`src/rtl/simulador_drone_n.sv`:
```
// simulador_drone_n: parametrised drone game core (vertical drone, scrolling map, LFSR obstacles, lives).
// Optional pause support (port pausa, state PAUSADO) is built when DRONE_PAUSA_EN is defined.
module simulador_drone_n #(
    parameter int unsigned ALTURA      = 4,
    parameter int unsigned COMPRIMENTO = 16,
    parameter int unsigned MAX_VIDAS   = 3,
    parameter int unsigned T_LENTO     = 1000,
    parameter int unsigned T_MEDIO     = 500,
    parameter int unsigned T_RAPIDO    = 250,
    parameter logic [7:0]  SEED        = 8'hA5
) (
    input  logic                           clock,
    input  logic                           reset,
    input  logic                           iniciar,
    input  logic [1:0]                     controle,
    input  logic                           confirma,
`ifdef DRONE_PAUSA_EN
    input  logic                           pausa,
`endif
    output logic                           venceu,
    output logic                           perdeu,
    output logic [$clog2(COMPRIMENTO)-1:0] db_posicao_horizontal,
    output logic [$clog2(ALTURA)-1:0]      db_posicao_vertical,
    output logic [ALTURA-1:0]              db_obstaculos,
    output logic [2:0]                     db_vidas,
    output logic [1:0]                     db_modo,
    output logic [3:0]                     db_estado
);

    localparam int unsigned HW    = $clog2(COMPRIMENTO);
    localparam int unsigned VW    = $clog2(ALTURA);
    localparam int unsigned T_A   = (T_LENTO > T_MEDIO) ? T_LENTO : T_MEDIO;
    localparam int unsigned T_MAX = (T_A > T_RAPIDO) ? T_A : T_RAPIDO;
    localparam int unsigned TW    = $clog2(T_MAX + 1);

    localparam logic [HW-1:0] H_FIM  = HW'(COMPRIMENTO - 1);
    localparam logic [VW-1:0] V_TOPO = VW'(ALTURA - 1);

    typedef enum logic [3:0] {
        INICIAL      = 4'd0,
        ESCOLHE_MODO = 4'd1,
        ESCOLHE_VIDA = 4'd2,
        PREPARA      = 4'd3,
        JOGANDO      = 4'd4,
        CHECA        = 4'd5,
        COLIDIU      = 4'd6,
        VENCEU       = 4'd7,
        PERDEU       = 4'd8
`ifdef DRONE_PAUSA_EN
        , PAUSADO    = 4'd9
`endif
    } estado_t;

    estado_t         estado, proximo;
    logic            confirma_d;
    logic            pulso;
    logic [TW-1:0]   timer, t_fim;
    logic [HW-1:0]   h, h_prox;
    logic [VW-1:0]   v;
    logic [ALTURA-1:0] mask, mask_prox;
    logic [2:0]      vidas, vidas_sel;
    logic [1:0]      modo;
    logic [7:0]      lfsr, lfsr_prox;
    logic            invul;
    logic            ativo, passo, cmd_sobe, cmd_desce, mover;
    int unsigned     linha;

    assign pulso = confirma & ~confirma_d;

`ifdef DRONE_PAUSA_EN
    assign ativo = (estado == JOGANDO) && !pausa;
`else
    assign ativo = (estado == JOGANDO);
`endif

    always_comb begin
        t_fim = TW'(T_RAPIDO - 1);
        case (modo)
            2'd0:    t_fim = TW'(T_LENTO - 1);
            2'd1:    t_fim = TW'(T_MEDIO - 1);
            default: t_fim = TW'(T_RAPIDO - 1);
        endcase
    end

    assign passo     = ativo && (timer == t_fim);
    assign cmd_sobe  = pulso && (controle == 2'b01);
    assign cmd_desce = pulso && (controle == 2'b10);
    assign mover     = ativo && (cmd_sobe || cmd_desce);

    assign lfsr_prox = {lfsr[6:0], lfsr[7] ^ lfsr[5] ^ lfsr[4] ^ lfsr[3]};
    assign h_prox    = h + HW'(1);

    // The obstacle row comes from the LFSR value the step is about to load; the final column is always clear.
    always_comb begin
        mask_prox = '0;
        linha     = 32'(lfsr_prox) % ALTURA;
        for (int unsigned r = 0; r < ALTURA; r++) begin
            mask_prox[r] = (linha == r);
        end
        if (h_prox == H_FIM) begin
            mask_prox = '0;
        end
    end

    always_comb begin
        vidas_sel = {1'b0, controle} + 3'd1;
        if ({1'b0, controle} >= 3'(MAX_VIDAS)) begin
            vidas_sel = 3'(MAX_VIDAS);
        end
    end

    always_ff @(posedge clock) begin
        if (reset) begin
            estado <= INICIAL;
        end else begin
            estado <= proximo;
        end
    end

    always_comb begin
        proximo = estado;
        case (estado)
            INICIAL:      if (iniciar) proximo = ESCOLHE_MODO;
            ESCOLHE_MODO: if (pulso) proximo = ESCOLHE_VIDA;
            ESCOLHE_VIDA: if (pulso) proximo = PREPARA;
            PREPARA:      proximo = JOGANDO;
            JOGANDO: begin
`ifdef DRONE_PAUSA_EN
                if (pausa) proximo = PAUSADO;
                else
`endif
                if (passo || mover) proximo = CHECA;
            end
            CHECA: begin
                if (h == H_FIM) proximo = VENCEU;
                else if (mask[v] && !invul) proximo = COLIDIU;
                else proximo = JOGANDO;
            end
            COLIDIU:      proximo = (vidas <= 3'd1) ? PERDEU : JOGANDO;
            VENCEU:       if (iniciar) proximo = ESCOLHE_MODO;
            PERDEU:       if (iniciar) proximo = ESCOLHE_MODO;
`ifdef DRONE_PAUSA_EN
            PAUSADO:      if (!pausa) proximo = JOGANDO;
`endif
            default:      proximo = INICIAL;
        endcase
    end

    always_ff @(posedge clock) begin
        if (reset) begin
            confirma_d <= 1'b0;
            timer      <= '0;
            h          <= '0;
            v          <= '0;
            mask       <= '0;
            vidas      <= '0;
            modo       <= '0;
            lfsr       <= SEED;
            invul      <= 1'b0;
        end else begin
            confirma_d <= confirma;
            case (estado)
                ESCOLHE_MODO: if (pulso) modo <= controle;
                ESCOLHE_VIDA: if (pulso) vidas <= vidas_sel;
                PREPARA: begin
                    h     <= '0;
                    v     <= '0;
                    mask  <= '0;
                    timer <= '0;
                    lfsr  <= SEED;
                    invul <= 1'b0;
                end
                JOGANDO: begin
                    if (ativo) begin
                        if (passo) begin
                            timer <= '0;
                            h     <= h_prox;
                            lfsr  <= lfsr_prox;
                            mask  <= mask_prox;
                            invul <= 1'b0;
                        end else begin
                            timer <= timer + TW'(1);
                        end
                        if (cmd_sobe && (v != V_TOPO)) v <= v + VW'(1);
                        else if (cmd_desce && (v != '0)) v <= v - VW'(1);
                    end
                end
                COLIDIU: begin
                    vidas <= vidas - 3'd1;
                    invul <= 1'b1;
                end
                default: ;
            endcase
        end
    end

    assign venceu                = (estado == VENCEU);
    assign perdeu                = (estado == PERDEU);
    assign db_posicao_horizontal = h;
    assign db_posicao_vertical   = v;
    assign db_obstaculos         = mask;
    assign db_vidas              = vidas;
    assign db_modo               = modo;
    assign db_estado             = estado;

endmodule

```
`config.mk`:
```
export PLATFORM = sky130hd
export DESIGN_NAME = simulador_drone_n
export DESIGN_NICKNAME = d
export VERILOG_FILES = /design/src/rtl/simulador_drone_n.sv
export SDC_FILE = /design/constraint.sdc
export NUM_CORES = 1
export LEC_CHECK = 0
export BUFFER_PORTS_ARGS = -buffer_cell sky130_fd_sc_hd__buf_4
export CORE_MARGIN = 4
export CORE_UTILIZATION = 25
export CTS_CLUSTER_DIAMETER = 80
export CTS_CLUSTER_SIZE = 16
export DETAILED_ROUTE_END_ITERATION = 16
export PLACE_DENSITY = 0.45
export SYNTH_ARGS = -nofsm -noshare
export SYNTH_HDL_FRONTEND = slang
export SYNTH_SLANG_ARGS = --single-unit
```
`constraint.sdc`:
```
create_clock -name clock -period 2.8 [get_ports clock]
set_input_delay 0.28 -clock clock [delete_from_list [all_inputs] [get_ports clock]]
set_output_delay 0.28 -clock clock [all_outputs]
set_load 0.01 [all_outputs]
```
; ---- Yosys cells after proc, flatten, opt, wreduce, memory -nomap -nowiden
; Cells that the tools add are included.
[op_classes]
add_sub_neg = 6
order_cmp = 3
n_eq_ne = 24
mux = 28
bitwise = 5
n_reduce_logical = 24
[op_table]
columns = op, count
row1 = $pmux 10 s2, 2
row2 = $logic_not 32->1, 1
row3 = $mux 4, 8
row4 = $pmux 4 s7, 1
row5 = $eq 4x3->1 const B, 4
row6 = $pmux 4 s2, 2
row7 = $pmux 8 s2, 1
row8 = $eq 4x4->1 const B, 3
row9 = $add 10x1->10 const B, 1
row10 = $eq 10x10->1, 1
row11 = $mux 10, 1
row12 = $reduce_and 2->1, 5
row13 = $eq 4x2->1 const B, 2
row14 = $mux 2, 4
row15 = $mux 8, 1
row16 = $logic_and 1x1->1, 7
row17 = $eq 2x1->1 const B, 3
row18 = $eq 2x2->1 const B, 3
row19 = $mux 3, 2
row20 = $ne 2x1->1 const B, 3
row21 = $ne 2x2->1 const B, 3
row22 = $pmux 3 s2, 1
row23 = $reduce_bool 2->1, 3
row24 = $add 4x1->4 const B, 1
row25 = 23 further kinds, 27
[totals]
regBits = 39
out_inout_bits = 21
word_cells = 100

; ---- Longest topological paths before layout
[depth]
ltp_word = 8
depth_mapped = 7

; ---- Worst setup path after synthesis
; No wires, ideal clock.
[synth_timing]
path_kind = flip-flop to flip-flop
startpoint = register estado[2] (netlist: db_estado[2])
endpoint = register h[3] (netlist: db_posicao_horizontal[3])
setup_time_ns = 0.122
arrival_time_ns = 1.771
required_ns = 2.678
setup_slack_ns = 0.907
stages_incl_launch_ff = 8
path_buffers = 2
cell_sequence = dfxtp_1 > buf_4 > or3b_1 > a21oi_2 > nor2_2 > a21o_1 > buf_6 > a221o_1
[synth_between]
elab_chain_len = 4
elab_cells_between_ends = 7
cone_classes = 3 x eq/ne / 1 x mux / 3 x reduce/logical
[synth_rtl]
columns = item, line
row1 = from (decl), 54  ; estado_t estado, proximo;
row2 = from (signal assigned), 116  ; estado <= proximo;
row3 = $eq 4x3->1, "73, 162"
row4 = $logic_and 1x1->1, 85  ; assign passo = ativo && (timer == t_fim);
row5 = $ne 2x1->1 (no source line), --
row6 = $reduce_and 2->1 (no source line), --
row7 = to (signal assigned), 177  ; h <= h_prox;
row8 = to (decl), 58  ; logic [HW-1:0] h, h_prox;
; Parallel ways exist; a longest one is shown, timed or not.
; A chain may end at the register's enable or synchronous reset.

; ---- Worst setup path in the final report
; Ends and elaborated chain as after synthesis.

==> results by stage <==
Timing:
- The worst-case setup margin in the final layout is 0.610 ns.
- The final hold violation count is 0.
- Timing would allow up to about 460 MHz.
- Setup violations remaining at the end of the flow were counted as 0.
- For the final routed database, the setup TNS stands at 0 ns.
- Counting I/O delays and the setup requirement, the final critical path takes 2.19 ns.
- The pin slew with the least headroom to its limit is roughly 0.56 ns.
- The share of the clock period used by the worst path after layout is 78.2%.
- The max-slew violation count is 0.
- The relative slew slack is between 60% and 70%.
- For the final database, setup skew stands at 0.00550 ns.
- Setup repair after global routing left no endpoint under its margin.
- The post-route worst hold slack is 0.225 ns.

Route:
- The via density per instance is around 5.0.
- The first detailed-routing pass took 4 iterations.
- The routed wire length per instance is 14.1 microns.
- For this block, the routed nets add up to 5270 microns of wire.
- The detailed router placed 1857 vias in this run.
- The first routing iteration left between 80 and 90 violations.
- In the routed design, unresolved DRC markers number 0.
- The count of nets left with antenna violations after detail routing is 0.

Pwr:
- Summed over all nets, the switching power comes to 0.454 mW.
- The clock network accounts for between 30% and 40% of the total power.
- The total internal power is 1.03 mW.
- The ratio of total power to cell area is ~580 nW/um^2.
- In this run the static leakage power is 1.01 nW.
- The switching part of the total is between 30% and 40%.
- The share of total power dissipated in combinational logic is between 20% and 30%.
- The sequential fraction of design power is 44.2%.
- The worst-case IR drop observed on VDD is between 0.2 and 0.3 mV.

Layout:
- Counting the fill cells in the layout gives 901.
- The net count of the finished layout is 280.
- The relative area change from synthesis to final layout is 17.7%.
- In the final layout, the share of cells above drive strength 1 is 20.0%.
- The repair_antennas step left the layout with diodes totalling 0.
- Leaving out fill and tap cells, the most frequent cell in the layout is dfxtp_1.
- The final cell utilization of the core is between 30 and 40%.
- Excluding fillers, the count of instances in the completed layout stands at 375.
- Summing all multi-input logic gate instances after layout gives 1280 sq um.
- The register cell area after layout is 781 sq um.
- The top cell types in the final layout, fill and taps aside, are dfxtp_1, buf_4, nor2_1, nand2_1, a21oi_1.

Global routing:
- The first-pass GRT wire length is roughly 9000 microns.
- The highest-utilization routing layer at the global route stage is met1.
- The maximum number of pins on one net before global-route repair is 20.
- The met2 track demand over resource in global routing is 14.3%.
- In the global route stage, met3 resource usage came out at around 2.4%.
- The initial antenna violation count is 0.
- The via count of the first global-routing pass was approximately 1700.
- Summed over all layers, the global routing overflow is 0.
- The total track usage is a little over a tenth.
- In the global route stage, met1 resource usage came out at 17.2%.

Logic synthesis:
- The number of nets in the synthesized netlist is between 200 and 300.
- After synthesis, flip-flops and latches occupy 35.8% of the total area.
- The number of different library cells in the post-synthesis netlist is 62.
- The synthesized instance count is 247.
- The cell area after technology mapping is 2180 sq um.
- The share of synthesized flip-flops with an asynchronous set or reset is 0%.
- Yosys mapped a number of flops with a built-in enable equal to 0.
- Yosys printed 0 warnings.
- The flip-flop and latch count after synthesis is 39.
- The mean instance size in the synthesized netlist is 8.84 sq um.
- In the synthesized netlist the dominant register cell turns out to be dfxtp_1.

Floorplan:
- The floorplan step defined a die boundary enclosing 10300 sq um.
- Row generation in the floorplan step produced 33 rows.
- For this configuration, the core starts out at a cell density of 26.2%.
- The height of the chip is around 100 microns.
- The number of top-level design ports is 27.
- The core area is 8340 sq um.
- The horizontal die dimension is 101 microns.

Flow run:
- The number of max-capacitance violations reported is 0.

CTS:
- The post-CTS repair timing setup buffer count is 0.
- The number of sinks driven by the clock tree is 39.
- Buffers inserted during clock tree synthesis total 5.
- Clock-pin slew was measured on the worst setup and hold paths at approximately 0.080 ns.
- The number of gates resized after CTS is 0.
- After clock tree synthesis, the flow added hold-fix buffers numbering 0.
- The clock tree buffer depth is 2.
- The H-tree was split into 2 levels.
- The cell at the root of the clock tree is clkbuf_8.
- The insertion delay to the later sink of the worst-skew pair is between 0.2 and 0.3 ns.
- TritonCTS built the clock tree.

Critical path:
- The kind of launch point of the worst setup path is a register.
- The category of the worst setup path capture point is a register.
- At the worst endpoint, the arrival time is 2.37 ns.
- The required time reported for the critical path endpoint is 2.98 ns.
- The maximum fanout along the worst path is 19.
- The worst setup path is of the reg2reg kind.

Placed design:
- The congestion estimate from routability-driven global placement came to 0.753.
- In this run, placement finished with an instance count of 367.
- During placement, the flow inserted port buffers numbering 26.
- The placed wire-length estimate is 3870 microns.
- The worst setup timing slack at the placement stage is 0.601 ns.

Min path:
- The tightest min-delay check is of the in2reg type.

Run status:
- The flow ran to the end, and the final reports show no timing, DRC or antenna violations.
## metrics by stage
step,total power [mW],cell area [sq um]
floorplan,0.914,2180
global route,1.58,2570
detailed placement,1.01,2450
global placement,1.01,2450
finish,1.48,2570
CTS,1.51,2570
## layout make-up
cell class	count	area share, %
timing repair buffer	28	8.18
inverter	13	1.90
multi-input combinational	182	49.9
clock buffer	6	3.21
tap	105	5.11
clock inverter	2	1.36
sequential	39	30.4
## power groups by stage
stage	registers, mW	clock network, mW	logic [mW]
finish	0.655	0.489	0.338
global route	0.667	0.534	0.380
CTS	0.656	0.510	0.341
detailed placement	0.670	0	0.339
global placement	0.669	0	0.343
floorplan	0.633	0	0.280
## worst max-delay path, cell delays in order, from the launching register on
cell     delay, ns
dfxtp_1       0.64
or3b_1        0.41
a21oi_2       0.27
nor2_2        0.11
a21o_1        0.28
a221o_1       0.37
## sequential cells by signal (all words and copies together), names as in the netlist
| register | count |
|---|---|
| confirma_d | 1 |
| db_estado | 4 |
| db_modo | 2 |
| db_obstaculos | 4 |
| db_posicao_horizontal | 4 |
| db_posicao_vertical | 2 |
| db_vidas | 3 |
| invul | 1 |
| lfsr | 8 |
| timer | 10 |
## synth_stat cells, drive strengths merged (2+ instances only)
master	n	area share, %
a41oi	2	0.80
nor3	4	0.92
clkbuf	6	1.0
dfxtp	39	36
nand2	19	3.6
inv	13	2.2
nand3	8	1.8
a21o	4	1.4
a32o	2	0.92
nor4	3	0.86
a221oi	4	1.6
a21oi	17	4.1
and3	5	1.4
ha	5	2.9
or3b	2	0.92
xor2	4	1.6
a22o	6	2.6
a31o	2	0.80
a32oi	3	1.2
nor2b	5	1.8
buf	7	2.3
mux2i	8	4.2
xnor2	4	1.6
o22a	3	1.2
nor2	23	4.1
o211ai	4	1.4
nor4bb	2	0.92
a211oi	2	0.69
nand3b	3	1.0
nor4b	2	1.5
a31oi	6	1.7
nand2b	6	1.7
o21ai	6	1.4
## logic make-up (layout without fill, tap and decap cells)
logic type                 after synthesis  in the layout  share of synthesized area (%)
xor gates and xnor gates                 8              8                           3.21
AOI/OAI and AO/OA                       73             73                           24.7
adders and majority gates                5              5                           2.87
muxes                                    9              9                           5.27
DFF                                     39             39                           35.8
buffers and inverters                   26             49                           5.56
and+or+nand+nor                         87             87                           22.6
## path summary, 6_finish.rpt
check                           cells past startpoint                       from  slack (ns)                                     to
worst max-delay path                                5  db_estado[2]$_SDFFE_PP0P_        0.61  db_posicao_horizontal[3]$_SDFFE_PP0P_
worst min-delay path                                2                   confirma        0.23                  confirma_d$_SDFF_PP0_
worst max register to register                      5  db_estado[2]$_SDFFE_PP0P_        0.61  db_posicao_horizontal[3]$_SDFFE_PP0P_
worst min register to register                      2         invul$_SDFFE_PP0P_        0.47                     invul$_SDFFE_PP0P_
## metal layers
layer / vias to the layer above / wire length (microns)
met5: - / 0
met4: 0 / 82
met3: 7 / 300
met2: 44 / 2110
met1: 841 / 2780
li1: 965 / -
Note: power is estimated with default switching activity, not from simulation.
